**src/rtl/mlp_pkg.sv**
```systemverilog
`default_nettype none
// ============================================================================
// Module      : mlp_pkg
// Description : Shared types and constants for the MLP layer scheduler.
//               Holds the scheduler state encoding, the class count, the
//               default image and layer counts, the byte-address shift and
//               the helpers that size the counters and the y_buf word index.
// Revision    : 1.0 - initial release
// ============================================================================
package mlp_pkg;

    typedef enum logic [2:0] {
        ST_IDLE       = 3'd0,
        ST_LAUNCH     = 3'd1,
        ST_WAIT_LAYER = 3'd2,
        ST_DRAIN      = 3'd3,
        ST_NEXT_IMG   = 3'd4,
        ST_DONE       = 3'd5
    } sched_state_t;

    localparam int NUM_CLASS          = 10;
    localparam int IN_IMG_NUM_DEFAULT = 10;
    localparam int NUM_LAYERS_DEFAULT = 3;
    // y_buf is byte addressed with 32-bit words: word index << 2
    localparam int ADDR_SHIFT         = 2;

    // $clog2 clamped to at least one bit so single-entry counters stay legal
    function automatic int clog2_min1(input int n);
        return (n < 2) ? 1 : $clog2(n);
    endfunction

    // Width of the y_buf word index (img * NUM_CLASS + class)
    function automatic int rbaw(input int img_num, input int num_class);
        return clog2_min1(img_num * num_class);
    endfunction

endpackage
`default_nettype wire

```
**src/rtl/mlp_layer_sched_if.sv**
```systemverilog
`default_nettype none
// ============================================================================
// Module      : mlp_layer_sched_if
// Description : Bundles the scheduler's system start/done signals, the layer
//               datapath handshake, the score stream and the y_buf write port.
//               master : the scheduler side
//               slave  : the system / datapath / buffer side
// Ports       : none (signals only)
// Revision    : 1.0 - initial release
// ============================================================================
interface mlp_layer_sched_if
    import mlp_pkg::*;
#(
    parameter int IN_IMG_NUM       = IN_IMG_NUM_DEFAULT,
    parameter int NUM_LAYERS       = NUM_LAYERS_DEFAULT,
    parameter int Y_BUF_DATA_WIDTH = 32,
    parameter int Y_BUF_ADDR_WIDTH = 32
);
    localparam int LAYER_W = clog2_min1(NUM_LAYERS);
    localparam int IMG_W   = clog2_min1(IN_IMG_NUM);

    // system side
    logic                        start_i;
    logic                        busy_o;
    logic                        done_intr_o;
    logic                        done_led_o;
    // layer datapath
    logic                        layer_start_o;
    logic [LAYER_W-1:0]          layer_idx_o;
    logic [IMG_W-1:0]            img_idx_o;
    logic                        layer_done_i;
    // score stream
    logic                        score_valid_i;
    logic [Y_BUF_DATA_WIDTH-1:0] score_data_i;
    logic                        score_ready_o;
    // y_buf write port
    logic                        y_buf_en_o;
    logic                        y_buf_wr_en_o;
    logic [Y_BUF_ADDR_WIDTH-1:0] y_buf_addr_o;
    logic [Y_BUF_DATA_WIDTH-1:0] y_buf_data_o;

    modport master (
        input  start_i, layer_done_i, score_valid_i, score_data_i,
        output busy_o, done_intr_o, done_led_o, layer_start_o, layer_idx_o,
               img_idx_o, score_ready_o, y_buf_en_o, y_buf_wr_en_o,
               y_buf_addr_o, y_buf_data_o
    );

    modport slave (
        output start_i, layer_done_i, score_valid_i, score_data_i,
        input  busy_o, done_intr_o, done_led_o, layer_start_o, layer_idx_o,
               img_idx_o, score_ready_o, y_buf_en_o, y_buf_wr_en_o,
               y_buf_addr_o, y_buf_data_o
    );

endinterface
`default_nettype wire

```
**src/rtl/mlp_ybuf_writer.sv**
```systemverilog
`default_nettype none
// ============================================================================
// Module      : mlp_ybuf_writer
// Description : Turns an accepted score handshake into a single registered
//               y_buf write. The word index img*NUM_CLASS+class is converted
//               to a zero-extended byte address.
// Ports       : clk, rst       - clock, synchronous active-high reset
//               wr_req         - score handshake this cycle
//               img, cls       - image / class counters at the handshake
//               score          - score data at the handshake
//               wr             - write strobe, valid the cycle after wr_req
//               addr, data     - registered byte address and write data
// Revision    : 1.0 - initial release
// ============================================================================
module mlp_ybuf_writer
    import mlp_pkg::*;
#(
    parameter int IN_IMG_NUM = IN_IMG_NUM_DEFAULT,
    parameter int IMG_W      = 4,
    parameter int CLASS_W    = 4,
    parameter int DATA_W     = 32,
    parameter int ADDR_W     = 32
) (
    input  wire logic               clk,
    input  wire logic               rst,
    input  wire logic               wr_req,
    input  wire logic [IMG_W-1:0]   img,
    input  wire logic [CLASS_W-1:0] cls,
    input  wire logic [DATA_W-1:0]  score,
    output logic                    wr,
    output logic [ADDR_W-1:0]       addr,
    output logic [DATA_W-1:0]       data
);
    localparam int RBAW = rbaw(IN_IMG_NUM, NUM_CLASS);

    logic [RBAW-1:0]   w_index;
    logic [ADDR_W-1:0] w_byte_addr;

    assign w_index     = RBAW'(img) * RBAW'(NUM_CLASS) + RBAW'(cls);
    assign w_byte_addr = ADDR_W'({w_index, {ADDR_SHIFT{1'b0}}});

    // Address and data only move on a handshake; a write in flight when
    // reset hits is discarded.
    always_ff @(posedge clk) begin
        if (rst) begin
            wr   <= 1'b0;
            addr <= '0;
            data <= '0;
        end else begin
            wr <= wr_req;
            if (wr_req) begin
                addr <= w_byte_addr;
                data <= score;
            end
        end
    end

endmodule
`default_nettype wire

```
**src/rtl/mlp_layer_sched.sv**
```systemverilog
`default_nettype none
// ============================================================================
// Module      : mlp_layer_sched
// Description : Sequencing controller for the MLP inference core. A start
//               walks every image through NUM_LAYERS layer launches, drains
//               NUM_CLASS scores per image into y_buf, then pulses the done
//               interrupt and sets the sticky done LED.
// Ports       : clk_i, rst_i - clock, synchronous active-high reset
//               bus          - mlp_layer_sched_if.master (start/done,
//                              layer launch, score stream, y_buf write)
// Revision    : 1.0 - initial release
// ============================================================================
module mlp_layer_sched
    import mlp_pkg::*;
#(
    parameter int IN_IMG_NUM       = IN_IMG_NUM_DEFAULT,
    parameter int NUM_LAYERS       = NUM_LAYERS_DEFAULT,
    parameter int Y_BUF_DATA_WIDTH = 32,
    parameter int Y_BUF_ADDR_WIDTH = 32
) (
    input  wire logic          clk_i,
    input  wire logic          rst_i,
    mlp_layer_sched_if.master  bus
);
    localparam int LAYER_W = clog2_min1(NUM_LAYERS);
    localparam int IMG_W   = clog2_min1(IN_IMG_NUM);
    localparam int CLASS_W = clog2_min1(NUM_CLASS);

    localparam logic [LAYER_W-1:0] LAST_LAYER = LAYER_W'(NUM_LAYERS - 1);
    localparam logic [IMG_W-1:0]   LAST_IMG   = IMG_W'(IN_IMG_NUM - 1);
    localparam logic [CLASS_W-1:0] LAST_CLASS = CLASS_W'(NUM_CLASS - 1);

    sched_state_t         r_state;
    logic [LAYER_W-1:0]   r_layer;
    logic [IMG_W-1:0]     r_img;
    logic [CLASS_W-1:0]   r_class;
    logic                 r_busy;
    logic                 r_layer_start;
    logic                 r_done_intr;
    logic                 r_done_led;
    logic                 r_score_ready;

    logic                        w_score_hs;
    logic                        w_wr;
    logic [Y_BUF_ADDR_WIDTH-1:0] w_addr;
    logic [Y_BUF_DATA_WIDTH-1:0] w_data;

    // ready is only ever high in DRAIN, so a handshake implies DRAIN
    assign w_score_hs = bus.score_valid_i & r_score_ready;

    // Outputs are registered alongside the state so each one reflects the
    // state being entered, not the one being left.
    always_ff @(posedge clk_i) begin
        if (rst_i) begin
            r_state       <= ST_IDLE;
            r_layer       <= '0;
            r_img         <= '0;
            r_class       <= '0;
            r_busy        <= 1'b0;
            r_layer_start <= 1'b0;
            r_done_intr   <= 1'b0;
            r_done_led    <= 1'b0;
            r_score_ready <= 1'b0;
        end else begin
            r_layer_start <= 1'b0;
            r_done_intr   <= 1'b0;
            case (r_state)
                ST_IDLE: begin
                    if (bus.start_i) begin
                        r_state       <= ST_LAUNCH;
                        r_busy        <= 1'b1;
                        r_layer_start <= 1'b1;
                        r_layer       <= '0;
                        r_img         <= '0;
                        r_class       <= '0;
                        r_done_led    <= 1'b0;
                    end
                end
                ST_LAUNCH: begin
                    r_state <= ST_WAIT_LAYER;
                end
                ST_WAIT_LAYER: begin
                    if (bus.layer_done_i) begin
                        if (r_layer != LAST_LAYER) begin
                            r_layer       <= r_layer + LAYER_W'(1);
                            r_layer_start <= 1'b1;
                            r_state       <= ST_LAUNCH;
                        end else begin
                            r_class       <= '0;
                            r_score_ready <= 1'b1;
                            r_state       <= ST_DRAIN;
                        end
                    end
                end
                ST_DRAIN: begin
                    if (w_score_hs) begin
                        if (r_class == LAST_CLASS) begin
                            r_score_ready <= 1'b0;
                            r_state       <= ST_NEXT_IMG;
                        end else begin
                            r_class <= r_class + CLASS_W'(1);
                        end
                    end
                end
                ST_NEXT_IMG: begin
                    if (r_img == LAST_IMG) begin
                        r_state     <= ST_DONE;
                        r_done_intr <= 1'b1;
                        r_done_led  <= 1'b1;
                    end else begin
                        r_img         <= r_img + IMG_W'(1);
                        r_layer       <= '0;
                        r_layer_start <= 1'b1;
                        r_state       <= ST_LAUNCH;
                    end
                end
                ST_DONE: begin
                    r_busy  <= 1'b0;
                    r_state <= ST_IDLE;
                end
                default: begin
                    r_busy        <= 1'b0;
                    r_score_ready <= 1'b0;
                    r_state       <= ST_IDLE;
                end
            endcase
        end
    end

    mlp_ybuf_writer #(
        .IN_IMG_NUM (IN_IMG_NUM),
        .IMG_W      (IMG_W),
        .CLASS_W    (CLASS_W),
        .DATA_W     (Y_BUF_DATA_WIDTH),
        .ADDR_W     (Y_BUF_ADDR_WIDTH)
    ) u_ybuf_writer (
        .clk    (clk_i),
        .rst    (rst_i),
        .wr_req (w_score_hs),
        .img    (r_img),
        .cls    (r_class),
        .score  (bus.score_data_i),
        .wr     (w_wr),
        .addr   (w_addr),
        .data   (w_data)
    );

    assign bus.busy_o        = r_busy;
    assign bus.done_intr_o   = r_done_intr;
    assign bus.done_led_o    = r_done_led;
    assign bus.layer_start_o = r_layer_start;
    assign bus.layer_idx_o   = r_layer;
    assign bus.img_idx_o     = r_img;
    assign bus.score_ready_o = r_score_ready;
    assign bus.y_buf_en_o    = w_wr;
    assign bus.y_buf_wr_en_o = w_wr;
    assign bus.y_buf_addr_o  = w_addr;
    assign bus.y_buf_data_o  = w_data;

endmodule
`default_nettype wire

```
**src/flat_wrapper.sv**
```systemverilog
// flat-port wrapper written by rule: the top's interface ports become plain ports
module mlp_layer_sched_flat import mlp_pkg::*;
#(
    parameter int IN_IMG_NUM       = IN_IMG_NUM_DEFAULT,
    parameter int NUM_LAYERS       = NUM_LAYERS_DEFAULT,
    parameter int Y_BUF_DATA_WIDTH = 32,
    parameter int Y_BUF_ADDR_WIDTH = 32
)
  (clk_i, rst_i, bus_start_i, bus_layer_done_i, bus_score_valid_i, bus_score_data_i, bus_busy_o, bus_done_intr_o, bus_done_led_o, bus_layer_start_o, bus_layer_idx_o, bus_img_idx_o, bus_score_ready_o, bus_y_buf_en_o, bus_y_buf_wr_en_o, bus_y_buf_addr_o, bus_y_buf_data_o);
  mlp_layer_sched_if #(.IN_IMG_NUM(IN_IMG_NUM), .NUM_LAYERS(NUM_LAYERS), .Y_BUF_DATA_WIDTH(Y_BUF_DATA_WIDTH), .Y_BUF_ADDR_WIDTH(Y_BUF_ADDR_WIDTH)) bus_i ();
  input  wire logic clk_i;
  input  wire logic rst_i;
  input wire logic [$bits(bus_i.start_i)-1:0] bus_start_i;
  input wire logic [$bits(bus_i.layer_done_i)-1:0] bus_layer_done_i;
  input wire logic [$bits(bus_i.score_valid_i)-1:0] bus_score_valid_i;
  input wire logic [$bits(bus_i.score_data_i)-1:0] bus_score_data_i;
  output wire logic [$bits(bus_i.busy_o)-1:0] bus_busy_o;
  output wire logic [$bits(bus_i.done_intr_o)-1:0] bus_done_intr_o;
  output wire logic [$bits(bus_i.done_led_o)-1:0] bus_done_led_o;
  output wire logic [$bits(bus_i.layer_start_o)-1:0] bus_layer_start_o;
  output wire logic [$bits(bus_i.layer_idx_o)-1:0] bus_layer_idx_o;
  output wire logic [$bits(bus_i.img_idx_o)-1:0] bus_img_idx_o;
  output wire logic [$bits(bus_i.score_ready_o)-1:0] bus_score_ready_o;
  output wire logic [$bits(bus_i.y_buf_en_o)-1:0] bus_y_buf_en_o;
  output wire logic [$bits(bus_i.y_buf_wr_en_o)-1:0] bus_y_buf_wr_en_o;
  output wire logic [$bits(bus_i.y_buf_addr_o)-1:0] bus_y_buf_addr_o;
  output wire logic [$bits(bus_i.y_buf_data_o)-1:0] bus_y_buf_data_o;
  assign bus_i.start_i = bus_start_i;
  assign bus_i.layer_done_i = bus_layer_done_i;
  assign bus_i.score_valid_i = bus_score_valid_i;
  assign bus_i.score_data_i = bus_score_data_i;
  assign bus_busy_o = bus_i.busy_o;
  assign bus_done_intr_o = bus_i.done_intr_o;
  assign bus_done_led_o = bus_i.done_led_o;
  assign bus_layer_start_o = bus_i.layer_start_o;
  assign bus_layer_idx_o = bus_i.layer_idx_o;
  assign bus_img_idx_o = bus_i.img_idx_o;
  assign bus_score_ready_o = bus_i.score_ready_o;
  assign bus_y_buf_en_o = bus_i.y_buf_en_o;
  assign bus_y_buf_wr_en_o = bus_i.y_buf_wr_en_o;
  assign bus_y_buf_addr_o = bus_i.y_buf_addr_o;
  assign bus_y_buf_data_o = bus_i.y_buf_data_o;
  mlp_layer_sched #(.IN_IMG_NUM(IN_IMG_NUM), .NUM_LAYERS(NUM_LAYERS), .Y_BUF_DATA_WIDTH(Y_BUF_DATA_WIDTH), .Y_BUF_ADDR_WIDTH(Y_BUF_ADDR_WIDTH)) u_core (.clk_i(clk_i), .rst_i(rst_i), .bus(bus_i));
endmodule
```
**config.mk**
```make
export PLATFORM = sky130hd
export DESIGN_NAME = mlp_layer_sched_flat
export DESIGN_NICKNAME = d
export VERILOG_FILES = /design/src/rtl/mlp_pkg.sv /design/src/rtl/mlp_layer_sched_if.sv /design/src/rtl/mlp_ybuf_writer.sv /design/src/rtl/mlp_layer_sched.sv /design/src/flat_wrapper.sv
export SDC_FILE = /design/constraint.sdc
export NUM_CORES = 1
export LEC_CHECK = 0
export ABC_AREA = 1
export CORE_MARGIN = 8
export CORE_UTILIZATION = 30
export CTS_BUF_LIST = sky130_fd_sc_hd__clkbuf_4 sky130_fd_sc_hd__clkbuf_8 sky130_fd_sc_hd__clkbuf_16
export CTS_CLUSTER_SIZE = 8
export DETAILED_ROUTE_END_ITERATION = 8
export PLACE_DENSITY_LB_ADDON = 0.1
export SETUP_SLACK_MARGIN = 0.2
export SLEW_MARGIN = 15
export SYNTH_ARGS = -nofsm -noshare
export SYNTH_HDL_FRONTEND = slang
export SYNTH_HIERARCHICAL = 1
export SYNTH_SLANG_ARGS = --single-unit
```
**constraint.sdc**
```tcl
create_clock -name clk_i -period 2.1 [get_ports clk_i]
set_clock_uncertainty 0.05 [all_clocks]
set_input_delay 0.42 -clock clk_i [delete_from_list [all_inputs] [get_ports clk_i]]
set_output_delay 0.42 -clock clk_i [all_outputs]
set_load 0.01 [all_outputs]
```
**Word-level counts from Yosys, hierarchy flattened**

Index checks and enable logic that the tools add are counted.

- Register bits: 58
- Bits in latches: 0
- RAM bits: 0
- Memory bits (read-only): 0
- Bits of input ports: 37
- Output and inout bits: 77
- Logic and storage cells: 88
- Memories: 0

- Add/sub/neg operators: 4
- Multipliers: 1
- Div/mod/pow operators: 0
- Magnitude comparators: 0
- Equality and inequality tests: 17
- Shift operators: 0
- Muxes and demuxes: 36
- Bitwise operators: 4
- Reduce and logical (&&, ||, !) cells: 14

Operators by type and width:

| cell | count |
|---|---|
| $mux W4 | 6 |
| $mux W3 | 5 |
| $pmux W3 S5 | 1 |
| $ne A2 B2 Y1 const B | 7 |
| $mux W1 | 12 |
| $pmux W4 S3 | 1 |
| $mux W2 | 5 |
| $reduce_and A5 Y1 | 2 |
| $add A4 B1 Y4 const B | 2 |
| $eq A4 B4 Y1 const B | 2 |
| $pmux W4 S2 | 1 |
| $reduce_or A4 Y1 | 2 |
| $add A7 B4 Y7 | 1 |
| $eq A3 B2 Y1 const B | 2 |
| $eq A3 B3 Y1 const B | 2 |
| $mul A4 B3 Y6 const B | 1 |
| $ne A2 B1 Y1 const B | 3 |
| $pmux W1 S3 | 2 |
| $pmux W2 S3 | 1 |
| $reduce_and A3 Y1 | 2 |
| $reduce_and A6 Y1 | 1 |
| $reduce_bool A3 Y1 | 2 |
| $pmux W1 S2 | 2 |
| $reduce_and A4 Y1 | 1 |
| other kinds (8) | 10 |

**Longest topological paths before layout**

- Word-level depth: 4
- Mapped depth: 12
- Gate-level depth less buffers: 12

**By module**

Netlist, hierarchy kept.

Modules (own cells, without submodules):

| module | instances | cells each | area an instance (µm²) | sequential area each (µm²) |
|---|---|---|---|---|
| mlp_ybuf_writer | 1 | 241 | 1,878.1 | 800.8 |
| mlp_layer_sched | 1 | 148 | 1,037.2 | 360.3 |

**Least setup slack after synthesis**

Ideal clock, no wire load.

- Path type: register -> register
- From: register u_core.r_img[1], in the netlist u_core/bus.img_idx_o[1]
- To: register u_core.u_ybuf_writer.addr[8]
- Library setup time: 0.109 ns
- Data arrival time: 1.859 ns
- Required time: 1.941 ns
- Slack: 0.082 ns
- Cell stages (with the launch flop): 11
- Clock period less this slack: 2.018 ns
- Cells stage by stage: dfxtp_1 ha_1 ha_1 inv_1 fa_1 nor2_2 nand3b_1 nand3_1 nand3_1 nand2_1 inv_1

- Cells in the longest elaborated chain, start to end: 2

RTL lines:

| what | RTL line | source |
|---|---|---|
| from (decl) | mlp_layer_sched.sv:35 | `logic [IMG_W-1:0] r_img;` |
| from (signal assigned) | mlp_layer_sched.sv:111 | `r_img <= r_img + IMG_W'(1);` |
| $mul A4 B3 Y6 | mlp_ybuf_writer.sv:39 | `assign w_index = RBAW'(img) * RBAW'(NUM_CLASS) + RBAW'(cls);` |
| $add A7 B4 Y7 | mlp_ybuf_writer.sv:39 |  |
| to (signal assigned) | mlp_ybuf_writer.sv:52 | `addr <= w_byte_addr;` |
| to (decl) | mlp_ybuf_writer.sv:31 | `output logic [ADDR_W-1:0] addr,` |

Every way passes these cells.
A chain may end at the register's enable or synchronous reset.

**Worst setup path after layout**

- From: register u_core.r_img[3], in the netlist u_core/bus.img_idx_o[3]
- To: register u_core.u_ybuf_writer.addr[8]

Same word-level chain as after synthesis.

==> qor.txt <==
Fillers -> 1043
Maxcap violations -> 0
CTS sink cnt -> 58
R2R Path Start -> u_core/bus.img_idx_o[3]$_SDFFE_PP0P_
M1 GR Usage -> 13.9%
Syn Inst Count -> 389
Pin slew with the least headroom to its limit -> 0.505 ns
Clk pin slew, worst setup/hold paths -> 0.08 ns
# port buffers -> 88
N_diodes -> 0
Cell variety after synth -> 32
Status -> completed
Pin count of the biggest net entering global routing -> 49
Setup Viol. Count Final -> 0
Final net count -> 531
Register area -> 0.00117 mm²
Clock root buffer -> clkbuf_8
Starting DRT DRC Count -> 104
Minimum clock period -> 1.90 ns
Crit-path max FO -> 3
Startpoint types -> register
Combinational Power Share -> 24.8%
Core Util, Final -> 42.7%
Fin Setup TNS -> 0 ns
Wirelength, routed -> 7710 µm
Syn-to-layout area delta -> 40.6%
Mean Syn Cell Area -> 7.49 µm²
Clk_lat worst skew -> 0.34 ns
Gr busiest metal -> met2
Register bit count reported by yosys -> 58
CP startpoint -> u_core/bus.img_idx_o[3]$_SDFFE_PP0P_
Hold Vio Cnt, Final -> 0
Clk pwr share -> 37.6%
Multi-input gate area -> 0.00143 mm²
Sequential element share of the synthesized area -> 39.8%
Gr usage total -> 12.2%
Sw power -> 1060 µW
Reg power frac -> 37.5%
CORE AREA -> 0.00959 mm²
WL/cell -> 12.5 µm
Die area -> 0.0131 mm²
Cell Rows -> 36
Avg Vias per Cell -> 4.22
First-pass GRT wire length -> 12600 µm
Die Y -> 115 µm
RSZ-0062 raised after global routing -> true
Starting density of the core -> 30.4%
Critical path type -> reg -> reg
Num CTS Buffers -> 9
Hold Crit Start -> u_core/u_ybuf_writer/data[25]$_SDFFE_PP0P_
Met2 Use GR -> 19.8%
Slew headroom -> 66.3%
Worst endpoint required time -> 2.29 ns
Routability Congestion -> 0.741
Internal power -> 2400 µW
Mapped cell area -> 0.00292 mm²
Worst slack, placed -> 0.0938 ns
Hold WC Path Type -> reg -> reg
DP HPWL -> 5640 µm
Top-level port count -> 114
Final ANT Viol Nets -> 0
CTS Buffer Depth -> 2
Pwr per Cell Area -> 842 mW/mm²
Final WS setup -> 0.203 ns
Commonest cells after routing, fill and taps aside -> nand2_1 (106), clkdlybuf4s50_1 (84), dfxtp_1 (56), a21oi_1 (42), nor2_1 (35)
Max Slew Vio Count -> 0
Period utilisation layout -> 90.3%
Commonest non-fill, non-tap cell in the layout -> nand2_1
Worst setup EP type -> register
Die X -> 115 µm
Syn. warnings -> 6
H-tree levels -> 3
CTS tree -> built
Drt pass-1 iters -> 4
Hold_buf cts -> 0
Vias post-DR -> 2608
Met3 usage -> 5.33%
Layout cell share with drive strength beyond 1 -> 10.9%
Vias in the first global route -> 2550
Leakage -> 0.00171 µW
Switching part of the total -> 30.6%
Drt drc -> 0
Worst endpoint data arrival time -> 2.09 ns
Antenna violations before repair -> 0
Max Fclk -> 527 MHz
Grt total ovfl -> 0
VDD IR-drop max -> 0.526 mV
-- worst max-delay path, stage by stage, from the launching register on --
cell	delay, ns
dfxtp_4	0.35
ha_4	0.27
ha_4	0.12
inv_2	0.03
fa_1	0.47
nor2_2	0.15
nand3b_1	0.10
nand3_1	0.07
nand3_1	0.08
nand2_1	0.08
inv_1	0.03
-- logic make-up after synthesis --
group           share of synthesized area (%)
xor+xnor                                0.601
fa+ha+maj                                6.52
compound gates                           10.5
other cells                             0.129
simple gates                             27.0
buf+inv                                  15.4
flops                                    39.8
-- final timing paths --
path,end,slack [ns],cells after the start
worst max-delay path,u_core/u_ybuf_writer/addr[8]$_SDFFE_PP0P_,0.20,10
worst min-delay path,u_core/u_ybuf_writer/data[25]$_SDFFE_PP0P_,0.41,2
worst max register to register,u_core/u_ybuf_writer/addr[8]$_SDFFE_PP0P_,0.20,10
worst min register to register,u_core/u_ybuf_writer/data[25]$_SDFFE_PP0P_,0.41,2
-- power by group through the flow --
| stage | combinational [µW] | clock [µW] | sequential [µW] |
|---|---|---|---|
| finish | 858 | 1300 | 1290 |
| global route | 976 | 1400 | 1310 |
| CTS | 871 | 1360 | 1300 |
| detailed placement | 858 | 0 | 1320 |
| global placement | 855 | 0 | 1320 |
| floorplan | 552 | 0 | 1340 |
-- per-layer routing --
layer	part of all wire, %	vias to the layer above
met5	0	-
met4	1.4	0
met3	9.2	10
met2	47	83
met1	43	1152
li1	-	1363
-- layout make-up --
class,count,share of cell area (%)
Sequential cell,58,28.4
Tap cell,133,4.06
Inverter,34,3.24
Clock inverter,7,3.05
Timing Repair Buffer,96,23.3
Clock buffer,9,3.02
Multi-Input combinational cell,281,34.9
-- Yosys cell counts --
cell      instances  area (µm²)
xor2_1            1        8.76
buf_6             6        67.6
dfxtp_1          58        1160
clkinv_1          1        3.75
a21oi_1          42         210
fa_1              2        40.0
nor2_1           35         131
buf_8             1        15.0
nand3b_1          1        7.51
inv_2             3        11.3
inv_6             1        8.76
nand2_1         106         398
conb_1            1        3.75
nor3_1            1        5.00
nor2_2            3        18.8
inv_1            29         109
xnor2_1           1        8.76
o21ai_0          11        55.1
o21bai_1          1        7.51
o21ai_1           2        10.0
buf_4            29         218
nand3b_2          1        11.3
nand2_2           6        37.5
or2_1             1        6.26
ha_1             12         150
nor2_4            2        22.5
nand3_1          17        85.1
a211oi_1          2        15.0
clkbuf_1          4        15.0
a31o_2            1        8.76
nand3_2           4        40.0
nand4_1           4        25.0
-- registers in the layout, indices dropped and copies added (netlist names) --
name                       flops
u_core/bus.busy_o              1
u_core/r_state                 3
u_core/bus.layer_start_o       1
u_core/bus.done_intr_o         1
u_core/bus.score_ready_o       1
u_core/u_ybuf_writer/data     32
u_core/u_ybuf_writer/addr      7
u_core/bus.img_idx_o           4
u_core/r_class                 4
u_core/bus.done_led_o          1
u_core/u_ybuf_writer/wr        1
u_core/bus.layer_idx_o         2
-- through the flow --
step	instance area (µm²)	hold WS (ns)	power, µW	std cells
finish	4100	0.412	3450	618
global route	4100	0.433	3690	618
CTS	4080	0.418	3530	618
detailed placement	3790	0.404	2180	600
global placement	3790	0.398	2180	600
floorplan	3010	0.427	1890	413
-- what timing repair did --
action                     in CTS  in global routing
pin swaps                       6                  5
setup endpoints to repair       1                  5
resized for setup               5                  6
buffers inserted                2                  0
Note: power is estimated with default switching activity, not from simulation.
